`src/rtl/nand_cmd_sequencer_if.sv`:
```
// Request, Avalon-MM master, byte-stream and completion signals of nand_cmd_sequencer.
// master = the sequencer side, slave = the surrounding system (NAND slave, requester, consumer).
interface nand_cmd_sequencer_if #(
  parameter int CNT_W = 12
);
  // Handshakes (req_*, out_*): a transfer happens on a rising edge where valid and
  // ready are both high; the producer holds its payload stable while valid && !ready.
  logic             req_valid;
  logic             req_ready;
  logic [7:0]       req_cmd;
  logic [CNT_W-1:0] req_count;

  logic [1:0]       avm_address;
  logic             avm_read;
  logic             avm_write;
  logic [31:0]      avm_writedata;
  logic [31:0]      avm_readdata;

  logic             out_valid;
  logic             out_ready;
  logic [7:0]       out_data;

  logic             done;
  logic             timeout;
  logic [7:0]       last_status;
  logic [3:0]       dbg_state;

  modport master (
    input  req_valid, req_cmd, req_count, avm_readdata, out_ready,
    output req_ready, avm_address, avm_read, avm_write, avm_writedata,
    output out_valid, out_data, done, timeout, last_status, dbg_state
  );

  modport slave (
    output req_valid, req_cmd, req_count, avm_readdata, out_ready,
    input  req_ready, avm_address, avm_read, avm_write, avm_writedata,
    input  out_valid, out_data, done, timeout, last_status, dbg_state
  );
endinterface

```
`src/rtl/nand_cmd_sequencer.sv`:
```
// Turns one (opcode, byte count) request into the CMD write / status poll / DATA read
// sequence against the nand_avalon slave, streaming the data bytes out.
module nand_cmd_sequencer #(
  parameter int POLL_TIMEOUT = 65535,
  parameter int CNT_W        = 12
) (
  input  logic                 clk,
  input  logic                 rst_n,
  nand_cmd_sequencer_if.master bus
);

  localparam int PW = (POLL_TIMEOUT < 2) ? 1 : $clog2(POLL_TIMEOUT + 1);
  localparam logic [PW-1:0] POLL_LAST = PW'(POLL_TIMEOUT - 1);

  localparam logic [1:0] ADDR_DATA   = 2'd0;
  localparam logic [1:0] ADDR_CMD    = 2'd1;
  localparam logic [1:0] ADDR_STATUS = 2'd2;

  typedef enum logic [3:0] {
    IDLE         = 4'd0,
    CMD_SETUP    = 4'd1,
    CMD_STROBE   = 4'd2,
    POLL1_SETUP  = 4'd3,
    POLL1_STROBE = 4'd4,
    DATA_WAIT    = 4'd5,
    DATA_SETUP   = 4'd6,
    DATA_STROBE  = 4'd7,
    DATA_OUT     = 4'd8,
    POLL2_SETUP  = 4'd9,
    POLL2_STROBE = 4'd10,
    FINISH       = 4'd11
  } state_t;

  state_t           state;
  logic [CNT_W-1:0] count_q;
  logic [CNT_W-1:0] byte_cnt;
  logic [PW-1:0]    poll_cnt;

  logic             req_ready_q;
  logic [1:0]       avm_address_q;
  logic             avm_read_q;
  logic             avm_write_q;
  logic [31:0]      avm_writedata_q;
  logic             out_valid_q;
  logic [7:0]       out_data_q;
  logic             done_q;
  logic             timeout_q;
  logic [7:0]       last_status_q;

  // Controller idle (bit0 clear) and ready (bit1 set) together end a poll phase.
  logic             status_ok;
  logic             poll_expired;
  logic [CNT_W-1:0] byte_nxt;
  logic             unused_readdata;

  assign status_ok       = (bus.avm_readdata[1:0] == 2'b10);
  assign poll_expired    = (poll_cnt == POLL_LAST);
  assign byte_nxt        = byte_cnt + CNT_W'(1);
  assign unused_readdata = ^bus.avm_readdata[31:8];

  assign bus.req_ready     = req_ready_q;
  assign bus.avm_address   = avm_address_q;
  assign bus.avm_read      = avm_read_q;
  assign bus.avm_write     = avm_write_q;
  assign bus.avm_writedata = avm_writedata_q;
  assign bus.out_valid     = out_valid_q;
  assign bus.out_data      = out_data_q;
  assign bus.done          = done_q;
  assign bus.timeout       = timeout_q;
  assign bus.last_status   = last_status_q;
  assign bus.dbg_state     = state;

  // Outputs are registered alongside the state: each branch programs the bus
  // values that belong to the state being entered.
  always_ff @(posedge clk or negedge rst_n) begin
    if (!rst_n) begin
      state           <= IDLE;
      count_q         <= '0;
      byte_cnt        <= '0;
      poll_cnt        <= '0;
      req_ready_q     <= 1'b0;
      avm_address_q   <= 2'd0;
      avm_read_q      <= 1'b0;
      avm_write_q     <= 1'b0;
      avm_writedata_q <= 32'h0;
      out_valid_q     <= 1'b0;
      out_data_q      <= 8'h00;
      done_q          <= 1'b0;
      timeout_q       <= 1'b0;
      last_status_q   <= 8'h00;
    end else begin
      case (state)
        IDLE: begin
          req_ready_q <= 1'b1;
          if (bus.req_valid && req_ready_q) begin
            req_ready_q     <= 1'b0;
            count_q         <= bus.req_count;
            byte_cnt        <= '0;
            poll_cnt        <= '0;
            avm_address_q   <= ADDR_CMD;
            avm_writedata_q <= {24'h0, bus.req_cmd};
            state           <= CMD_SETUP;
          end
        end

        CMD_SETUP: begin
          avm_write_q <= 1'b1;
          state       <= CMD_STROBE;
        end

        CMD_STROBE: begin
          avm_write_q   <= 1'b0;
          avm_address_q <= ADDR_STATUS;
          poll_cnt      <= '0;
          state         <= POLL1_SETUP;
        end

        POLL1_SETUP: begin
          avm_read_q <= 1'b1;
          state      <= POLL1_STROBE;
        end

        POLL1_STROBE: begin
          avm_read_q <= 1'b0;
          if (status_ok) begin
            if (count_q != '0) begin
              avm_address_q <= ADDR_DATA;
              state         <= DATA_SETUP;
            end else begin
              poll_cnt <= '0;
              state    <= POLL2_SETUP;
            end
          end else if (poll_expired) begin
            // Give up: the data and final-poll phases are skipped entirely.
            last_status_q <= bus.avm_readdata[7:0];
            timeout_q     <= 1'b1;
            done_q        <= 1'b1;
            state         <= FINISH;
          end else begin
            poll_cnt <= poll_cnt + PW'(1);
            state    <= POLL1_SETUP;
          end
        end

        DATA_SETUP: begin
          avm_read_q <= 1'b1;
          state      <= DATA_STROBE;
        end

        DATA_STROBE: begin
          avm_read_q  <= 1'b0;
          out_data_q  <= bus.avm_readdata[7:0];
          out_valid_q <= 1'b1;
          state       <= DATA_OUT;
        end

        // The next DATA_REG read waits here until the consumer takes the byte.
        DATA_OUT: begin
          if (bus.out_ready) begin
            out_valid_q <= 1'b0;
            byte_cnt    <= byte_nxt;
            if (byte_nxt < count_q) begin
              state <= DATA_SETUP;
            end else begin
              avm_address_q <= ADDR_STATUS;
              poll_cnt      <= '0;
              state         <= POLL2_SETUP;
            end
          end
        end

        POLL2_SETUP: begin
          avm_read_q <= 1'b1;
          state      <= POLL2_STROBE;
        end

        POLL2_STROBE: begin
          avm_read_q <= 1'b0;
          if (status_ok) begin
            last_status_q <= bus.avm_readdata[7:0];
            done_q        <= 1'b1;
            state         <= FINISH;
          end else if (poll_expired) begin
            last_status_q <= bus.avm_readdata[7:0];
            timeout_q     <= 1'b1;
            done_q        <= 1'b1;
            state         <= FINISH;
          end else begin
            poll_cnt <= poll_cnt + PW'(1);
            state    <= POLL2_SETUP;
          end
        end

        FINISH: begin
          done_q          <= 1'b0;
          timeout_q       <= 1'b0;
          req_ready_q     <= 1'b1;
          avm_address_q   <= 2'd0;
          avm_writedata_q <= 32'h0;
          state           <= IDLE;
        end

        // DATA_WAIT is a reserved encoding; it and any illegal code fall back to IDLE.
        default: begin
          avm_read_q  <= 1'b0;
          avm_write_q <= 1'b0;
          out_valid_q <= 1'b0;
          done_q      <= 1'b0;
          timeout_q   <= 1'b0;
          state       <= IDLE;
        end
      endcase
    end
  end

endmodule

```
`src/flat_wrapper.sv`:
```
// flat-port wrapper written by rule: the top's interface ports become plain ports
module nand_cmd_sequencer_flat 
#(
  parameter int POLL_TIMEOUT = 65535,
  parameter int CNT_W        = 12
)
  (clk, rst_n, bus_req_valid, bus_req_cmd, bus_req_count, bus_avm_readdata, bus_out_ready, bus_req_ready, bus_avm_address, bus_avm_read, bus_avm_write, bus_avm_writedata, bus_out_valid, bus_out_data, bus_done, bus_timeout, bus_last_status, bus_dbg_state);
  nand_cmd_sequencer_if #(.CNT_W(CNT_W)) bus_i ();
  input  logic clk;
  input  logic rst_n;
  input wire logic [$bits(bus_i.req_valid)-1:0] bus_req_valid;
  input wire logic [$bits(bus_i.req_cmd)-1:0] bus_req_cmd;
  input wire logic [$bits(bus_i.req_count)-1:0] bus_req_count;
  input wire logic [$bits(bus_i.avm_readdata)-1:0] bus_avm_readdata;
  input wire logic [$bits(bus_i.out_ready)-1:0] bus_out_ready;
  output wire logic [$bits(bus_i.req_ready)-1:0] bus_req_ready;
  output wire logic [$bits(bus_i.avm_address)-1:0] bus_avm_address;
  output wire logic [$bits(bus_i.avm_read)-1:0] bus_avm_read;
  output wire logic [$bits(bus_i.avm_write)-1:0] bus_avm_write;
  output wire logic [$bits(bus_i.avm_writedata)-1:0] bus_avm_writedata;
  output wire logic [$bits(bus_i.out_valid)-1:0] bus_out_valid;
  output wire logic [$bits(bus_i.out_data)-1:0] bus_out_data;
  output wire logic [$bits(bus_i.done)-1:0] bus_done;
  output wire logic [$bits(bus_i.timeout)-1:0] bus_timeout;
  output wire logic [$bits(bus_i.last_status)-1:0] bus_last_status;
  output wire logic [$bits(bus_i.dbg_state)-1:0] bus_dbg_state;
  assign bus_i.req_valid = bus_req_valid;
  assign bus_i.req_cmd = bus_req_cmd;
  assign bus_i.req_count = bus_req_count;
  assign bus_i.avm_readdata = bus_avm_readdata;
  assign bus_i.out_ready = bus_out_ready;
  assign bus_req_ready = bus_i.req_ready;
  assign bus_avm_address = bus_i.avm_address;
  assign bus_avm_read = bus_i.avm_read;
  assign bus_avm_write = bus_i.avm_write;
  assign bus_avm_writedata = bus_i.avm_writedata;
  assign bus_out_valid = bus_i.out_valid;
  assign bus_out_data = bus_i.out_data;
  assign bus_done = bus_i.done;
  assign bus_timeout = bus_i.timeout;
  assign bus_last_status = bus_i.last_status;
  assign bus_dbg_state = bus_i.dbg_state;
  nand_cmd_sequencer #(.POLL_TIMEOUT(POLL_TIMEOUT), .CNT_W(CNT_W)) u_core (.clk(clk), .rst_n(rst_n), .bus(bus_i));
endmodule
```
`config.mk`:
```
export PLATFORM = sky130hd
export DESIGN_NAME = nand_cmd_sequencer_flat
export DESIGN_NICKNAME = d
export VERILOG_FILES = /design/src/rtl/nand_cmd_sequencer_if.sv /design/src/rtl/nand_cmd_sequencer.sv /design/src/flat_wrapper.sv
export SDC_FILE = /design/constraint.sdc
export NUM_CORES = 1
export LEC_CHECK = 0
export CAP_MARGIN = 5
export CORE_UTILIZATION = 30
export CTS_CLUSTER_SIZE = 40
export DETAILED_ROUTE_END_ITERATION = 12
export GPL_ROUTABILITY_DRIVEN = 0
export PLACE_DENSITY = 0.58
export SETUP_SLACK_MARGIN = 0.2
export SKIP_CTS_REPAIR_TIMING = 1
export SYNTH_ARGS = -nofsm -noshare
export SYNTH_HDL_FRONTEND = slang
export SYNTH_SLANG_ARGS = --single-unit
```
`constraint.sdc`:
```
create_clock -name clk -period 4.2 [get_ports clk]
set_clock_uncertainty 0.1 [all_clocks]
set_input_delay 0.84 -clock clk [delete_from_list [all_inputs] [get_ports clk]]
set_output_delay 0.84 -clock clk [all_outputs]
set_load 0.02 [all_outputs]
```
==> results.yml, run 1 <==
status:
  status: "finished, final reports clean"
synth:
  ys_seq_elements: 76
  yosysMostFrequentCell: "sky130_fd_sc_hd__dfrtp_1"
  yosys.area_share.simple_pct: 16.0
  postSynthAreaPerCell_um2: 9.61
  arithmetic_cell_share_of_the_synthesized_area_counting_full_adders_half_adders_and_majority_gates_pct: 3.95
  synth.top_cell.area_share_pct: 42.9
  seq_area_frac_synth_pct: 42.9
  async_flop_share_pct: 100
  yosys.area_share.xor_xnor_pct: 2.37
  post_synth_inst_count: 462
  ys.flop_type: "sky130_fd_sc_hd__dfrtp_1"
  synth-warning-count: 0
  netlist_top_cells_area: "sky130_fd_sc_hd__dfrtp_1 43%, sky130_fd_sc_hd__buf_4 4.6%, sky130_fd_sc_hd__o21ai_0 4.2%"
  syn-cell-area_um2: 4440
  synthTopCellsByCount: "76 x sky130_fd_sc_hd__dfrtp_1, 37 x sky130_fd_sc_hd__o21ai_0, 34 x sky130_fd_sc_hd__nand2_1, 27 x sky130_fd_sc_hd__buf_4, 26 x sky130_fd_sc_hd__a21oi_1"
  synth_top_family_by_area: "compound AO/OA/AOI/OAI gates"
  yosysTopAreaCell: "sky130_fd_sc_hd__dfrtp_1"
  post_synth_num_cell_types: 66
  number_of_synthesized_flops_with_an_enable_pin: 0
  synth_area_in_compound_gates_pct: 21.5
  synth.area.mux_share_pct: 4.51
pwr:
  power-per-cell-area_nw_per_um2: 638
  fin_total_pwr_mw: 3.51
  vdd_ir_drop_max_mv: 0.282
  leakagePower_nw: 2.30
placement:
  postPlaceCellArea_um2: 5170
  io_buffers: 67
  dp.final_hpwl_um: 7370
layout:
  fill_cells: 1446
  flow.area_growth_from_synthesis_pct: 23.9
  final_layout_size_suffix_gt1_share_pct: 9.68
  n_antenna_cell: 0
  post-route-cell-area_um2: 5500
  final_util_pct: 38.0
  num-nets-final: 592
detailed_routing:
  drc: 0
  via_count: 3677
  drt_wl_total_um: 10700
  detail_route.iter0.violations: 185
  antenna_violating_nets_post_route: 0
  viasPerCell: 5.17
  route.detailed.wl_per_inst_um: 15.0
  firstDrtPassIters: 4
clock_network:
  tritoncts_clock_tree: "built"
  clock_tree.buffer_depth: 2
  cts.sinks: 76
  cts_buf_count: 9
  clk_pin_slew_ns: 0.06
  worst_skew_pair.late_latency_ns: 0.34
  clock_tree.htree_level_count: 3
  ctsRootBufferMaster: "sky130_fd_sc_hd__clkbuf_16"
floorplan:
  row_count: 44
  design.die.area_um2: 15300
  top_level_ports: 116
  fp.coreArea_um2: 14500
  initial_utilization_pct: 30.7
  die_x_um: 124
  vertical_die_dimension_um: 124
setup_path:
  path_class: "register to register"
  cp.arrival_ns: 3.53
  worst_ep_required_time_ns: 4.33
  setup.worst_path.end_class: "register"
  timing.critical_path.fanout_max: 6
  timing.critical_path.from_type: "register"
sta:
  max_clock_freq_ghz: 0.294
  finalMaxSlewViolations: 0
  setup-tns-final_ns: 0
  max_slew.worst_pin.slew_ns: 0.970
  relSlewSlack_pct: 35.3
  finalSetupViolations: 0
  finalHoldWorstSlack_ns: 0.382
  timing.final.hold_violations: 0
  rsz0062_at_grt: "false"
  crit_share_post_route_pct: 81.0
  period_minus_ws_final_ns: 3.40
global_route:
  grt_util_all_layers_pct: 15.0
  number_of_antenna_violations_at_the_first_check_in_global_routing: 0
  wire_length_of_the_first_global_routing_pass_um: 17800
  grt_start_max_net_pins: 77
  globalRouteOverflowTotal: 0
  grt_pass1_vias: 3584
flow_run:
  drv_cap: 0
min_path:
  hold_path_class: "register to register"
## metrics by stage
step	std cells	setup slack (ns)
after floorplan	485	1.01
after global placement	695	0.916
after detailed placement	695	0.830
after CTS	711	0.810
after global routing	711	0.571
final	711	0.799
## critical path, cell delays in order, from the launching register on
cell,delay (ns)
sky130_fd_sc_hd__dfrtp_1,0.43
sky130_fd_sc_hd__ha_1,0.26
sky130_fd_sc_hd__nand3_1,0.20
sky130_fd_sc_hd__nor2_1,0.33
sky130_fd_sc_hd__nand3_1,0.14
sky130_fd_sc_hd__xnor2_1,0.17
sky130_fd_sc_hd__ha_1,0.30
sky130_fd_sc_hd__nand4_1,0.16
sky130_fd_sc_hd__nor3_1,0.44
sky130_fd_sc_hd__a2111oi_4,0.12
sky130_fd_sc_hd__a21oi_2,0.27
sky130_fd_sc_hd__mux2_2,0.36
## flip-flops by register name (all words and copies together), names as in the netlist
register                  count
u_core.bus.avm_read           1
u_core.bus.avm_write          1
u_core.bus.last_status        8
u_core.bus.avm_address        2
u_core.bus.avm_writedata      8
u_core.bus.out_data           8
u_core.byte_cnt              12
u_core.poll_cnt              16
u_core.count_q               12
u_core.bus.out_valid          1
u_core.bus.timeout            1
u_core.bus.req_ready          1
u_core.bus.dbg_state          4
u_core.bus.done               1
## metal layers
layer / global-route usage [%] / part of all wire [%]
met1: 20.6 / 47
met4: 5.95 / 1.6
met5: 0 / 0
met3: 2.84 / 5.0
met2: 23.3 / 46
## layout by cell type (no fill, tap or decap), drive strengths merged, types with 7 or more instances in the layout
cell,n
nor4,8
nor3,7
clkdlybuf4s50,66
a21oi,27
mux2,16
ha,14
inv,23
nand3,14
a31oi,25
nand2,35
conb,24
nor2,23
nand2b,7
clkbuf,9
dfrtp,76
a22o,8
o21ai,39
buf,7
xnor2,7
## report_power, final
group | internal, mW | total, mW | switching, mW
registers | 0.953 | 1.19 | 0.233
logic | 0.673 | 1.48 | 0.810
clock network | 0.523 | 0.841 | 0.318
total | 2.15 | 3.51 | 1.36
## cell families (layout without fill, tap and decap cells)
| kind of cell | after synthesis | count (layout) |
|---|---|---|
| AND/OR/NAND/NOR | 129 | 129 |
| other | 1 | 24 |
| flip-flops | 76 | 76 |
| XOR/XNOR | 12 | 12 |
| buffers and inverters | 69 | 111 |
| adder cells (fa/ha/maj) | 14 | 14 |
| AO/OA/AOI/OAI | 143 | 143 |
| multiplexers | 18 | 18 |
## cell type report
| class | instances | area [um^2] | area share (%) |
|---|---|---|---|
| clock buffers | 9 | 225 | 4.10 |
| clock inverters | 7 | 100 | 1.82 |
| inverters | 22 | 82.6 | 1.50 |
| multi-input cells | 340 | 2240 | 40.8 |
| flip-flops and latches | 76 | 1900 | 34.6 |
| well taps | 184 | 230 | 4.19 |
| repair buffers | 73 | 713 | 13.0 |
## path summary, 6_finish.rpt
kind	from	to	slack, ns	depth (start not counted)
hold / removal	u_core.bus.last_status[0]	u_core.bus.last_status[0]	0.38	1
setup reg to reg	u_core.byte_cnt[0]	u_core.poll_cnt[1]	0.80	11
setup / recovery	u_core.byte_cnt[0]	u_core.poll_cnt[1]	0.80	11
min in group asynchronous	rst_n	u_core.bus.avm_writedata[5]	0.56	1
max in group asynchronous	rst_n	u_core.bus.out_data[0]	2.82	1
hold reg to reg	u_core.bus.last_status[0]	u_core.bus.last_status[0]	0.38	1
Power figures use the tool's default switching activity.
==> run 2: changes to the inputs <==
==> constraint.sdc (replaced) <==
create_clock -name clk -period 3.16 [get_ports clk]
set_clock_uncertainty 0.1 [all_clocks]
set_input_delay 0.632 -clock clk [delete_from_list [all_inputs] [get_ports clk]]
set_output_delay 0.632 -clock clk [all_outputs]
set_load 0.02 [all_outputs]
==> results.yml, run 2 (synthesis results as in run 1) <==
pwr:
  switchingPower_mw: 1.82
  power.share.sequential_pct: 34.4
  switching_share_pct: 40.0
  vdd_ir_drop_max_mv: 0.439
  power-per-cell-area_nw_per_um2: 808
  leakagePower_nw: 2.41
  internal-power_mw: 2.74
  power.share.combinational_pct: 45.0
  p_clk_share_pct: 20.6
sta:
  timing.final.hold_violations: 0
  relSlewSlack_pct: 32.3
  max_clock_freq_ghz: 0.334
  setup-tns-final_ns: 0
  max_slew.worst_pin.slew_ns: 1.02
  finalHoldWorstSlack_ns: 0.318
  setup_ws_ns: 0.168
  period_minus_ws_final_ns: 2.99
  rsz0062_at_grt: "true"
  finalSetupViolations: 0
  crit_share_post_route_pct: 94.7
  finalMaxSlewViolations: 0
clock_network:
  ctsRootBufferMaster: "sky130_fd_sc_hd__clkbuf_16"
  tritoncts_clock_tree: "built"
  cts_buf_count: 9
  clock_tree.buffer_depth: 2
  clk_pin_slew_ns: 0.06
  cts.sinks: 76
  clock_tree.htree_level_count: 3
  worst_skew_pair.late_latency_ns: 0.33
setup_path:
  timing.critical_path.fanout_max: 5
  r2r_start: "u_core.byte_cnt[1]"
  setup.reg_to_reg.worst_slack_ns: 0.17
  worst_ep_required_time_ns: 3.28
  cp.arrival_ns: 3.11
  timing.critical_path.from_type: "register"
  setup.worst_path.end_class: "register"
  path_class: "register to register"
  crit_end: "u_core.poll_cnt[1]"
  worst-r2r-cell-count: 10
  r2r_end: "u_core.poll_cnt[1]"
  worstSetupStartpoint: "u_core.byte_cnt[1]"
floorplan:
  top_level_ports: 116
  initial_utilization_pct: 30.7
  die_x_um: 124
  row_count: 44
  design.die.area_um2: 15300
  fp.coreArea_um2: 14500
  vertical_die_dimension_um: 124
detailed_routing:
  detail_route.iter0.violations: 160
  route.detailed.wl_per_inst_um: 15.1
  firstDrtPassIters: 4
  drt_wl_total_um: 11000
  antenna_violating_nets_post_route: 0
  via_count: 3757
  viasPerCell: 5.15
  drc: 0
layout:
  most_common_cell_after_layout_fill_and_taps_aside: "sky130_fd_sc_hd__dfrtp_1"
  reg.largest.list: "u_core.poll_cnt: 16 flops, u_core.byte_cnt: 12 flops, u_core.count_q: 12 flops"
  regMostFlops: "u_core.poll_cnt"
  flow.area_growth_from_synthesis_pct: 27.3
  fill_cells: 1457
  final_layout_size_suffix_gt1_share_pct: 14.8
  count_of_placed_standard_cells_in_the_final_layout_fillers_left_out: 730
  post-route-cell-area_um2: 5650
  largest_register_ffs: 16
  final_cell_mix: "75 x sky130_fd_sc_hd__dfrtp_1, 66 x sky130_fd_sc_hd__clkdlybuf4s50_1, 36 x sky130_fd_sc_hd__o21ai_0, 34 x sky130_fd_sc_hd__nand2_1"
  n_antenna_cell: 0
  num-nets-final: 611
placement:
  dp.final_hpwl_um: 7580
  post-place-cells: 710
  pre_cts_slack_ns: 0.0448
  io_buffers: 67
  postPlaceCellArea_um2: 5300
global_route:
  grt_util_all_layers_pct: 15.0
  globalRouteOverflowTotal: 0
  number_of_antenna_violations_at_the_first_check_in_global_routing: 0
  grt_start_max_net_pins: 77
  grt_pass1_vias: 3615
  wire_length_of_the_first_global_routing_pass_um: 17800
min_path:
  hold_path_class: "input port to async pin"
flow_run:
  drv_cap: 0
status:
  status: "finished, final reports clean"
## run 2: power groups by stage
| stage | Sequential (mW) | Combinational (mW) | Clock, mW |
|---|---|---|---|
| 5_1_grt | 1.61 | 2.27 | 1.00 |
| 6_report | 1.57 | 2.05 | 0.941 |
| 2_1_floorplan | 1.68 | 1.15 | 0 |
| 3_3_place_gp | 1.57 | 1.99 | 0 |
| 3_5_place_dp | 1.58 | 2.03 | 0 |
| 4_1_cts | 1.57 | 2.04 | 0.961 |
## run 2: how the worst min path moves through the flow
stage          depth (start not counted)                   endpoint  slack (ns)                      start
2_1_floorplan                          0  u_core.bus.avm_address[0]        0.24                      rst_n
3_3_place_gp                           1  u_core.bus.last_status[0]        0.37  u_core.bus.last_status[0]
3_5_place_dp                           1  u_core.bus.last_status[0]        0.36  u_core.bus.last_status[0]
4_1_cts                                1  u_core.bus.last_status[0]        0.38  u_core.bus.last_status[0]
5_1_grt                                1  u_core.bus.last_status[0]        0.39  u_core.bus.last_status[0]
6_report                               1          u_core.count_q[0]        0.32                      rst_n
## run 2: cell type report
type                    instances  area, um^2  share of cell area (%)
clock buffers                   9         225                    3.99
clock inverters                 7        43.8                   0.775
inverters                      22        82.6                    1.46
multi-input cells             340        2300                    40.7
flip-flops and latches         76        1900                    33.7
well taps                     184         230                    4.08
repair buffers                 92         863                    15.3
## run 2: worst max-delay path: stages, from the launching register on
cell and delay [ns]:
sky130_fd_sc_hd__dfrtp_1 0.40, sky130_fd_sc_hd__nand4_1 0.22, sky130_fd_sc_hd__nor3_4 0.31, sky130_fd_sc_hd__nand3_2 0.14, sky130_fd_sc_hd__xnor2_1 0.14, sky130_fd_sc_hd__ha_1 0.31, sky130_fd_sc_hd__nand4_1 0.22, sky130_fd_sc_hd__nor4_2 0.32
sky130_fd_sc_hd__o31ai_2 0.16, sky130_fd_sc_hd__a21oi_2 0.20, sky130_fd_sc_hd__mux2_2 0.35
## run 2: routing by layer
| metal | global-route usage [%] | vias to the layer above | part of all wire (%) |
|---|---|---|---|
| met5 | 0 | - | 0 |
| met4 | 6.17 | 0 | 1.4 |
| met3 | 2.70 | 8 | 5.2 |
| met2 | 24.0 | 107 | 48 |
| met1 | 19.8 | 1830 | 46 |
| li1 | - | 1812 | - |
## run 2: metrics by stage
step	total power, mW	util [%]
after detailed placement	3.61	36.6
after global routing	4.88	39.0
after CTS	4.57	38.5
after floorplan	2.83	-
final	4.56	39.0
after global placement	3.56	36.6
